`config.mk`:
```
export PLATFORM = sky130hd
export DESIGN_NAME = rocc_cmd_arbiter
export DESIGN_NICKNAME = d
export VERILOG_FILES = /design/src/rtl/ariane_pkg.sv /design/src/rtl/rocc_tag_fifo.sv /design/src/rtl/rocc_cmd_arbiter.sv
export SDC_FILE = /design/constraint.sdc
export NUM_CORES = 1
export LEC_CHECK = 0
export ABC_AREA = 1
export BUFFER_PORTS_ARGS = -buffer_cell sky130_fd_sc_hd__buf_2
export CAP_MARGIN = 0
export CORE_AREA = 5 5 248 250
export CTS_BUF_LIST = sky130_fd_sc_hd__clkbuf_4
export DETAILED_ROUTE_END_ITERATION = 6
export DIE_AREA = 0 0 253 255
export RECOVER_POWER = 50
export SLEW_MARGIN = 20
export SYNTH_ARGS = -nofsm -noshare
export SYNTH_HDL_FRONTEND = slang
export SYNTH_SLANG_ARGS = --single-unit
```
`constraint.sdc`:
```
create_clock -name clk_i -period 2 [get_ports clk_i]
set_input_delay 0.4 -clock clk_i [delete_from_list [all_inputs] [get_ports clk_i]]
set_output_delay 0.4 -clock clk_i [all_outputs]
set_load 0.05 [all_outputs]
```
`src/rtl/ariane_pkg.sv`:
```
// Shared core types: RoCC command/response payloads plus the command-arbiter
// tag depth and state encoding.
package ariane_pkg;

    localparam int unsigned ROCC_TAG_DEPTH = 4;

    typedef struct packed {
        logic [31:0] instr;
        logic [63:0] rs1;
        logic [63:0] rs2;
    } rocc_cmd_t;

    typedef struct packed {
        logic [4:0]  rd;
        logic [63:0] data;
    } rocc_resp_t;

    typedef enum logic {
        ARB,
        LOCK
    } rocc_arb_state_e;

endpackage

```
`src/rtl/rocc_tag_fifo.sv`:
```
// Small FIFO of requester IDs; one entry per response-bearing command in flight.
// Push is ignored when full, pop is ignored when empty.
module rocc_tag_fifo #(
    parameter  int unsigned Width = 1,
    parameter  int unsigned Depth = 4,
    localparam int unsigned PtrW  = (Depth > 1) ? $clog2(Depth) : 1,
    localparam int unsigned CntW  = $clog2(Depth) + 1
) (
    input  logic             clk_i,
    input  logic             rst_i,
    input  logic             push_i,
    input  logic             pop_i,
    input  logic [Width-1:0] data_i,
    output logic [Width-1:0] data_o,
    output logic             full_o,
    output logic             empty_o,
    output logic [CntW-1:0]  count_o
);

    logic [Width-1:0] mem_q [Depth];
    logic [PtrW-1:0]  wr_ptr_q;
    logic [PtrW-1:0]  rd_ptr_q;
    logic [CntW-1:0]  count_q;
    logic             push_ok;
    logic             pop_ok;

    assign full_o  = (count_q == CntW'(Depth));
    assign empty_o = (count_q == '0);
    assign count_o = count_q;
    assign data_o  = mem_q[rd_ptr_q];
    assign push_ok = push_i && !full_o;
    assign pop_ok  = pop_i && !empty_o;

    always_ff @(posedge clk_i) begin
        if (push_ok) begin
            mem_q[wr_ptr_q] <= data_i;
        end
    end

    // Depth is a power of two, so the pointers wrap on their own.
    always_ff @(posedge clk_i) begin
        if (rst_i) begin
            wr_ptr_q <= '0;
            rd_ptr_q <= '0;
            count_q  <= '0;
        end else begin
            if (push_ok) wr_ptr_q <= wr_ptr_q + 1'b1;
            if (pop_ok)  rd_ptr_q <= rd_ptr_q + 1'b1;
            case ({push_ok, pop_ok})
                2'b10:   count_q <= count_q + CntW'(1);
                2'b01:   count_q <= count_q - CntW'(1);
                default: count_q <= count_q;
            endcase
        end
    end

endmodule

```
`src/rtl/rocc_cmd_arbiter.sv`:
```
// Round-robin share of one RoCC command/response port among NumReq requesters;
// a stalled grant is locked until accepted, responses are routed via a tag FIFO.
module rocc_cmd_arbiter
    import ariane_pkg::*;
#(
    parameter  int unsigned NumReq   = 2,
    parameter  int unsigned TagDepth = ROCC_TAG_DEPTH,
    localparam int unsigned IdW      = $clog2(NumReq),
    localparam int unsigned CntW     = $clog2(TagDepth) + 1
) (
    input  logic                   clk_i,
    input  logic                   rst_i,
    input  logic [NumReq-1:0]      req_valid_i,
    output logic [NumReq-1:0]      req_ready_o,
    input  rocc_cmd_t [NumReq-1:0] req_cmd_i,
    input  logic [NumReq-1:0]      req_xd_i,
    output logic [NumReq-1:0]      rsp_valid_o,
    input  logic [NumReq-1:0]      rsp_ready_i,
    output rocc_resp_t             rsp_o,
    output rocc_cmd_t              rocc_cmd_o,
    output logic                   rocc_cmd_valid_o,
    input  logic                   rocc_cmd_ready_i,
    input  rocc_resp_t             rocc_resp_i,
    input  logic                   rocc_resp_valid_i,
    output logic                   rocc_resp_ready_o,
    output logic [CntW-1:0]        outstanding_o,
    output logic                   spurious_o
);

    // Returns {found, index} of the first eligible requester at or after ptr.
    function automatic logic [IdW:0] rr_pick(input logic [NumReq-1:0] elig,
                                              input logic [IdW-1:0]    ptr);
        logic [IdW:0] res;
        int unsigned  idx;
        res = '0;
        for (int unsigned k = NumReq; k > 0; k--) begin
            idx = (32'(ptr) + k - 1) % NumReq;
            if (elig[idx]) res = {1'b1, IdW'(idx)};
        end
        return res;
    endfunction

    rocc_arb_state_e   state_q, state_d;
    logic [IdW-1:0]    lock_id_q, lock_id_d;
    logic [IdW-1:0]    rr_ptr_q, rr_ptr_d;
    logic              spurious_q, spurious_d;

    logic [NumReq-1:0] eligible;
    logic [IdW:0]      pick;
    logic [IdW-1:0]    sel;
    logic              sel_vld;
    logic              accept;
    logic              push;
    logic              pop;
    logic              fifo_full;
    logic              fifo_empty;
    logic [IdW-1:0]    head;

    always_comb begin
        for (int i = 0; i < int'(NumReq); i++) begin
            eligible[i] = req_valid_i[i] && (!req_xd_i[i] || !fifo_full);
        end
        pick = rr_pick(eligible, rr_ptr_q);
    end

    always_ff @(posedge clk_i) begin
        if (rst_i) begin
            state_q    <= ARB;
            lock_id_q  <= '0;
            rr_ptr_q   <= '0;
            spurious_q <= 1'b0;
        end else begin
            state_q    <= state_d;
            lock_id_q  <= lock_id_d;
            rr_ptr_q   <= rr_ptr_d;
            spurious_q <= spurious_d;
        end
    end

    always_comb begin
        state_d   = state_q;
        lock_id_d = lock_id_q;
        rr_ptr_d  = rr_ptr_q;
        case (state_q)
            ARB: begin
                lock_id_d = sel;
                if (sel_vld && !rocc_cmd_ready_i) state_d = LOCK;
            end
            LOCK: begin
                if (rocc_cmd_ready_i) state_d = ARB;
            end
            default: state_d = ARB;
        endcase
        if (accept) begin
            rr_ptr_d = (sel == IdW'(NumReq - 1)) ? '0 : sel + 1'b1;
        end
    end

    // A locked grant was eligible when captured, and no push can happen
    // while locked, so it needs no re-check against FIFO occupancy.
    always_comb begin
        if (state_q == LOCK) begin
            sel     = lock_id_q;
            sel_vld = 1'b1;
        end else begin
            sel     = pick[IdW-1:0];
            sel_vld = pick[IdW];
        end
        rocc_cmd_o       = req_cmd_i[sel];
        rocc_cmd_valid_o = sel_vld;
        req_ready_o      = '0;
        if (sel_vld) req_ready_o[sel] = rocc_cmd_ready_i;
        accept = sel_vld && rocc_cmd_ready_i;
        push   = accept && req_xd_i[sel];
    end

    assign rsp_o = rocc_resp_i;

    always_comb begin
        rsp_valid_o       = '0;
        rocc_resp_ready_o = 1'b1;
        pop               = 1'b0;
        spurious_d        = spurious_q;
        if (!fifo_empty) begin
            rsp_valid_o[head] = rocc_resp_valid_i;
            rocc_resp_ready_o = rsp_ready_i[head];
            pop               = rocc_resp_valid_i && rsp_ready_i[head];
        end else if (rocc_resp_valid_i) begin
            spurious_d = 1'b1;
        end
    end

    assign spurious_o = spurious_q;

    rocc_tag_fifo #(
        .Width (IdW),
        .Depth (TagDepth)
    ) u_tag_fifo (
        .clk_i   (clk_i),
        .rst_i   (rst_i),
        .push_i  (push),
        .pop_i   (pop),
        .data_i  (sel),
        .data_o  (head),
        .full_o  (fifo_full),
        .empty_o (fifo_empty),
        .count_o (outstanding_o)
    );

endmodule

```
# After elaboration in Yosys (flattened, before gate mapping)
# Memory sizes are Yosys's and may differ from the RTL's. A register that Yosys moved wholly into a read port is not among the register bits.
# Index checks and enable logic that the tools add are counted.
# classes
n_addsub,9
multipliers,0
div_mod_pow,0
order_cmp,6
n_eq_ne,3
n_shift,0
muxes,31
bitwise,3
n_reduce_logical,20
# ops
operator,count
2-to-1 mux 160 bit,2
2-to-1 mux 1 bit,19
2-to-1 mux 2 bit,6
logical AND 1 bit,10
less-than comparator 1 x 2 -> 1 bit (second input constant),4
case mux 3 bit (2 select lines),1
zero test 1 bit,5
adder 2 x 1 -> 2 bit (second input constant),2
AND 2 bit,2
adder 1 bit (second input constant),3
adder 3 x 1 -> 3 bit (second input constant),1
== test 3 bit (second input constant),1
zero test 3 bit,1
subtractor 3 x 1 -> 3 bit (second input constant),1
demux 1 bit (select 1 bit),2
== test 2 x 1 -> 1 bit (second input constant),1
== test 2 bit (second input constant),1
>= comparator 1 bit (second input constant),2
logical OR 1 bit,2
case mux 1 bit (2 select lines),1
AND reduction 2 bit,1
nonzero test 2 bit,1
subtractor 1 bit (second input constant),2
NOT 1 bit,1
# word_totals
ff_bits,11
latchBits,0
ramBits,4
mem_bits_ro,0
inputBits,399
word_cells,80
memories,1
# mem_list
name,depth,word_bits,read_ports,rd_ports_with_merged_regs,write_ports,line_no,source
u_tag_fifo.mem_q,4,1,1,1,1,rocc_tag_fifo.sv:20,logic [Width-1:0] mem_q [Depth];

# Depth between registers and ports, before layout
# logic_depth
word_depth,15
depth_mapped,16
ltp_nobuf,15

# Modules after synthesis
# Synthesis repeated with hierarchy kept, for this count alone.
# hier_totals
cells_unflattened,707
hier_area_um2,3444.6
# modules_own_cells
mod,n_inst,cells_each,area_per_inst_um2,seq_area_each_um2
rocc_cmd_arbiter,1,626,2785.2,80.1
rocc_tag_fifo,1,81,659.4,300.3

# Least setup slack after synthesis
# Ideal clock, no wire load.
# synth_path
kind,register to register
from,"register u_tag_fifo.count_q[0], in the netlist u_tag_fifo.count_o[0]"
to,"register u_tag_fifo.count_q[2], in the netlist u_tag_fifo.count_o[2]"
setup_time_ns,0.122
t_arrival_ns,2.783
setup_slack_ns,-0.905
stages_incl_launch_ff,15
path_buffers,0
synth_period_minus_slack_ns,2.905
path_cell_list,dfxtp_1 -> nor2_2 -> nand3_1 -> nand2_1 -> nand3_1 -> nand2_1 -> nor2_2 -> nand3_4 -> ha_1 -> inv_1 -> fa_1 -> a21oi_1 -> o21ai_0 -> o21ai_0 -> a21oi_1
# synth_via
word_cells_on_any_way,29
# synth_rtl
element,line_no,source
start: declaration,rocc_tag_fifo.sv:23,logic [CntW-1:0] count_q;
start signal: assignment,rocc_tag_fifo.sv:50,2'b10: count_q <= count_q + CntW'(1);
start signal: assignment,rocc_tag_fifo.sv:51,2'b01: count_q <= count_q - CntW'(1);
start signal: assignment,rocc_tag_fifo.sv:52,default: count_q <= count_q;
== test 3 bit (*),rocc_tag_fifo.sv:27,assign full_o = (count_q == CntW'(Depth));
zero test 1 bit (*),rocc_cmd_arbiter.sv:61,eligible[i] = req_valid_i[i] && (!req_xd_i[i] || !fifo_full);
logical OR 1 bit,rocc_cmd_arbiter.sv:61,
logical AND 1 bit,rocc_cmd_arbiter.sv:61,
2-to-1 mux 1 bit (implied by the code) (2 in series),rocc_cmd_arbiter.sv:38,"if (elig[idx]) res = {1'b1, IdW'(idx)};"
2-to-1 mux 2 bit,rocc_cmd_arbiter.sv:38,
2-to-1 mux 2 bit (*),rocc_cmd_arbiter.sv:38,
2-to-1 mux 1 bit (*),rocc_cmd_arbiter.sv:102,if (state_q == LOCK) begin
net rocc_cmd_valid_o,rocc_cmd_arbiter.sv:21,"output logic rocc_cmd_valid_o,"
logical AND 1 bit (*),rocc_cmd_arbiter.sv:113,accept = sel_vld && rocc_cmd_ready_i;
logical AND 1 bit (*),rocc_cmd_arbiter.sv:114,push = accept && req_xd_i[sel];
logical AND 1 bit (*),rocc_tag_fifo.sv:31,assign push_ok = push_i && !full_o;
== test 2 x 1 -> 1 bit or == test 2 bit (tied branches),rocc_tag_fifo.sv:49,"case ({push_ok, pop_ok})"
case mux 3 bit (2 select lines) or nonzero test 2 bit (tied branches),n/a,
# The timed path passes the listed nets; every way through them passes the cells marked *. The select of a mux whose other input is x is not followed.
# A chain may end at the register's enable or synchronous reset.

==> run metrics <==
die footprint 64500 um2; Max Slew Vio Count 0; port bufs 499; DRC 0; first-pass GRT wire length 42500 um; largest delay contributor family on the critical path simple AND/OR/NAND/NOR gates; GPL Wtd Cong 0.855; worst setup margin -0.427 ns; required time of the critical path 1.60 ns; largest net degree at the start of global routing 61; HP Class input pin to flop; Netlist cell types 22; count of final hold-check violations 0; CP startpoint kind flop; period utilization 121%; filler instances 6444; clk sinks 17; number of synthesized register bits 17; sequential area share after synthesis 11.2%; IO Count 638; synth top area cells nand2_1 55%, buf_4 17%, dfxtp_1 7.7%; status finished with violations; Initial Util 5.78%; failing checks negative setup slack; area grow syn2layout 226%; crit path buf inv count 3; CTS tree done; Post-Syn Area 3400 um2; maximum net fanout on the critical path 15; final net count 1595; leakage power 5.60 nW; Mapped Nets 1103; CP Cell Sequence nor2_4 > nand3_2 > nand2_2 > nor2_4 > nand2_4 > nand2_8 > buf_12 > buf_16 > nand2_1 > nand2_4 > buf_12; Clock Path Buffers 2; FMAX 0.412 GHz; Pwr Density 570 nW/um2; post-DP HPWL 27900 um; mean area per synthesized cell 4.87 um2; CP arrival 2.03 ns; htree depth 1; cell type with the highest aggregate area in the netlist nand2_1; GRT overflow 0; Hold Crit Depth 2; WS Path Type flop to output port; worst slew pin tran 0.289 ns; post-layout min period 2.43 ns; most common cell after layout, fill and taps aside buf_2; Final Skew 0.00186 ns; vias in the first global route 6277; Overall Global Routing Usage 9.20%; FP Rows 89; Pwr Total 0.00632 W; clk_lat worst skew 0.30 ns; via count 6510; Die Wd 253 um; multi-input logic area 3960 um2; initial antenna violation count 13; Max Cap Violations 0; Via density 3.31; most frequent cells in the layout 333 x buf_2, 181 x nand2_1, 165 x nand2_4; area share of the largest cell type after synthesis 55.1%; total wire length 38300 um; FF+latch area 393 um2; layout cells sized above 1 78.8%; wire per inst 19.5 um; worst-case reg-to-reg path depth 15; Worst Hold End spurious_o$_SDFFE_PP0P_; post-route ant nets 0; CTS Buf Count 3; Die Y-Extent 255 um; relative slew slack 80.7%; Synth Warn # 0; pre-CTS WS -0.437 ns; Core ar. 58800 um2; CTS root buf clkbuf_4; RSZ-0062 raised after global routing yes; initial drt markers 329; synthesized instance count 698; crit end category output port; Worst-path clk slew 0.10 ns; DR pass1 iterations 4; Peak VDD IR 0.279 mV; CP max stage cell dfxtp_4; worst r2r dst u_tag_fifo.count_o[2]$_SDFFE_PP0P_; R2R setup slack -0.32 ns; hold_sp rst_i; worst r2r src u_tag_fifo.count_o[0]$_SDFFE_PP0P_; Setup-failing EPs final 164; CP max stage delay 0.36 ns
per-layer routing:
layer,track usage (%),wire [um],part of all wire [%]
met3,5.02,4920,13
met1,9.39,12900,34
met2,16.4,19300,50
met4,2.42,1230,3.2
met5,0,69,0.18
cell usage after synthesis:
library cell  count
fa_1              1
xor2_1            1
nand3b_1          2
buf_4            75
inv_1            23
buf_6             2
nand3_4           1
ha_1              5
nand2_2           2
dfxtp_1          13
buf_2            26
o21ai_0           7
clkbuf_1          1
inv_2             1
nand3_1           7
nor3_1            1
a21oi_1          10
edfxtp_1          4
nand2_1         499
nand4_1           2
nor2_1           12
nor2_2            3
worst register-to-register path: stages, from the launching register on:
cell	delay, ns
dfxtp_4	0.36
nor2_4	0.13
nand3_2	0.08
nand2_2	0.09
nor2_4	0.04
nand2_4	0.15
buf_4	0.16
nand3_1	0.14
nand3_4	0.14
ha_4	0.14
inv_4	0.03
fa_2	0.35
a21oi_2	0.16
o21ai_2	0.07
o21ai_1	0.12
a21oi_1	0.05
kinds of logic after synthesis:
| kind of cell | share of synthesized area (%) |
|---|---|
| flip-flops | 11.2 |
| XOR/XNOR | 0.258 |
| AO/OA/AOI/OAI | 2.50 |
| buffers and inverters | 23.8 |
| adder cells (fa/ha/maj) | 2.43 |
| AND/OR/NAND/NOR | 59.8 |
power by group:
group,total [W],switching [W],leakage [nW],internal (W)
combinational,0.00570,0.00336,5.43,0.00234
clock,0.000195,0.000120,0.0178,0.0000747
sequential,0.000420,0.0000272,0.146,0.000393
total,0.00632,0.00351,5.60,0.00281
through the flow:
step / setup TNS [ns] / area, um2 / utilization [%] / hold WS (ns) / cells
finish: -59.35 / 11100 / 18.9 / 0.308 / 1969
global route: -80.43 / 11100 / 18.9 / 0.320 / 1968
CTS: -63.52 / 9130 / 15.5 / 0.314 / 1937
detailed placement: -51.92 / 7850 / 13.4 / 0.441 / 1910
global placement: -48.73 / 7850 / 13.4 / 0.435 / 1910
floorplan: -0.226 / 3870 / - / 0.447 / 698
layout make-up:
cell class | instances | area share [%]
Timing Repair Buffer | 588 | 50.3
Multi-Input combinational cell | 555 | 35.8
Tap cell | 773 | 8.72
Sequential cell | 17 | 3.54
Inverter | 24 | 1.09
Clock buffer | 3 | 0.203
Antenna cell | 7 | 0.158
Timing Repair inverter | 1 | 0.147
Clock inverter | 1 | 0.0451
how the worst max path moves through the flow:
stage                     slack, ns  cells past startpoint                                 end                                from
final                         -0.43                     11                      rocc_cmd_o[43]  u_tag_fifo.count_o[0]$_SDFFE_PP0P_
after global routing          -0.56                     11                      rocc_cmd_o[48]  u_tag_fifo.count_o[0]$_SDFFE_PP0P_
after detailed placement      -0.44                     11                      rocc_cmd_o[46]                         req_xd_i[1]
after global placement        -0.39                     11                      rocc_cmd_o[22]                         req_xd_i[1]
after floorplan               -0.18                     14  u_tag_fifo.count_o[2]$_SDFFE_PP0P_  u_tag_fifo.count_o[1]$_SDFFE_PP0P_
after CTS                     -0.49                      9                     rocc_cmd_o[140]  u_tag_fifo.count_o[1]$_SDFFE_PP0P_
what timing repair did:
| item | 4_1_cts | 5_1_grt |
|---|---|---|
| hold buffers | 0 | 0 |
| gates resized for setup | 272 | 440 |
| setup endpoints to repair | 164 | 169 |
| pin swaps | 13 | 45 |
| cloned | 10 | 19 |
| setup buffers | 15 | 7 |
No activity file was read; power rests on OpenSTA's default activity.
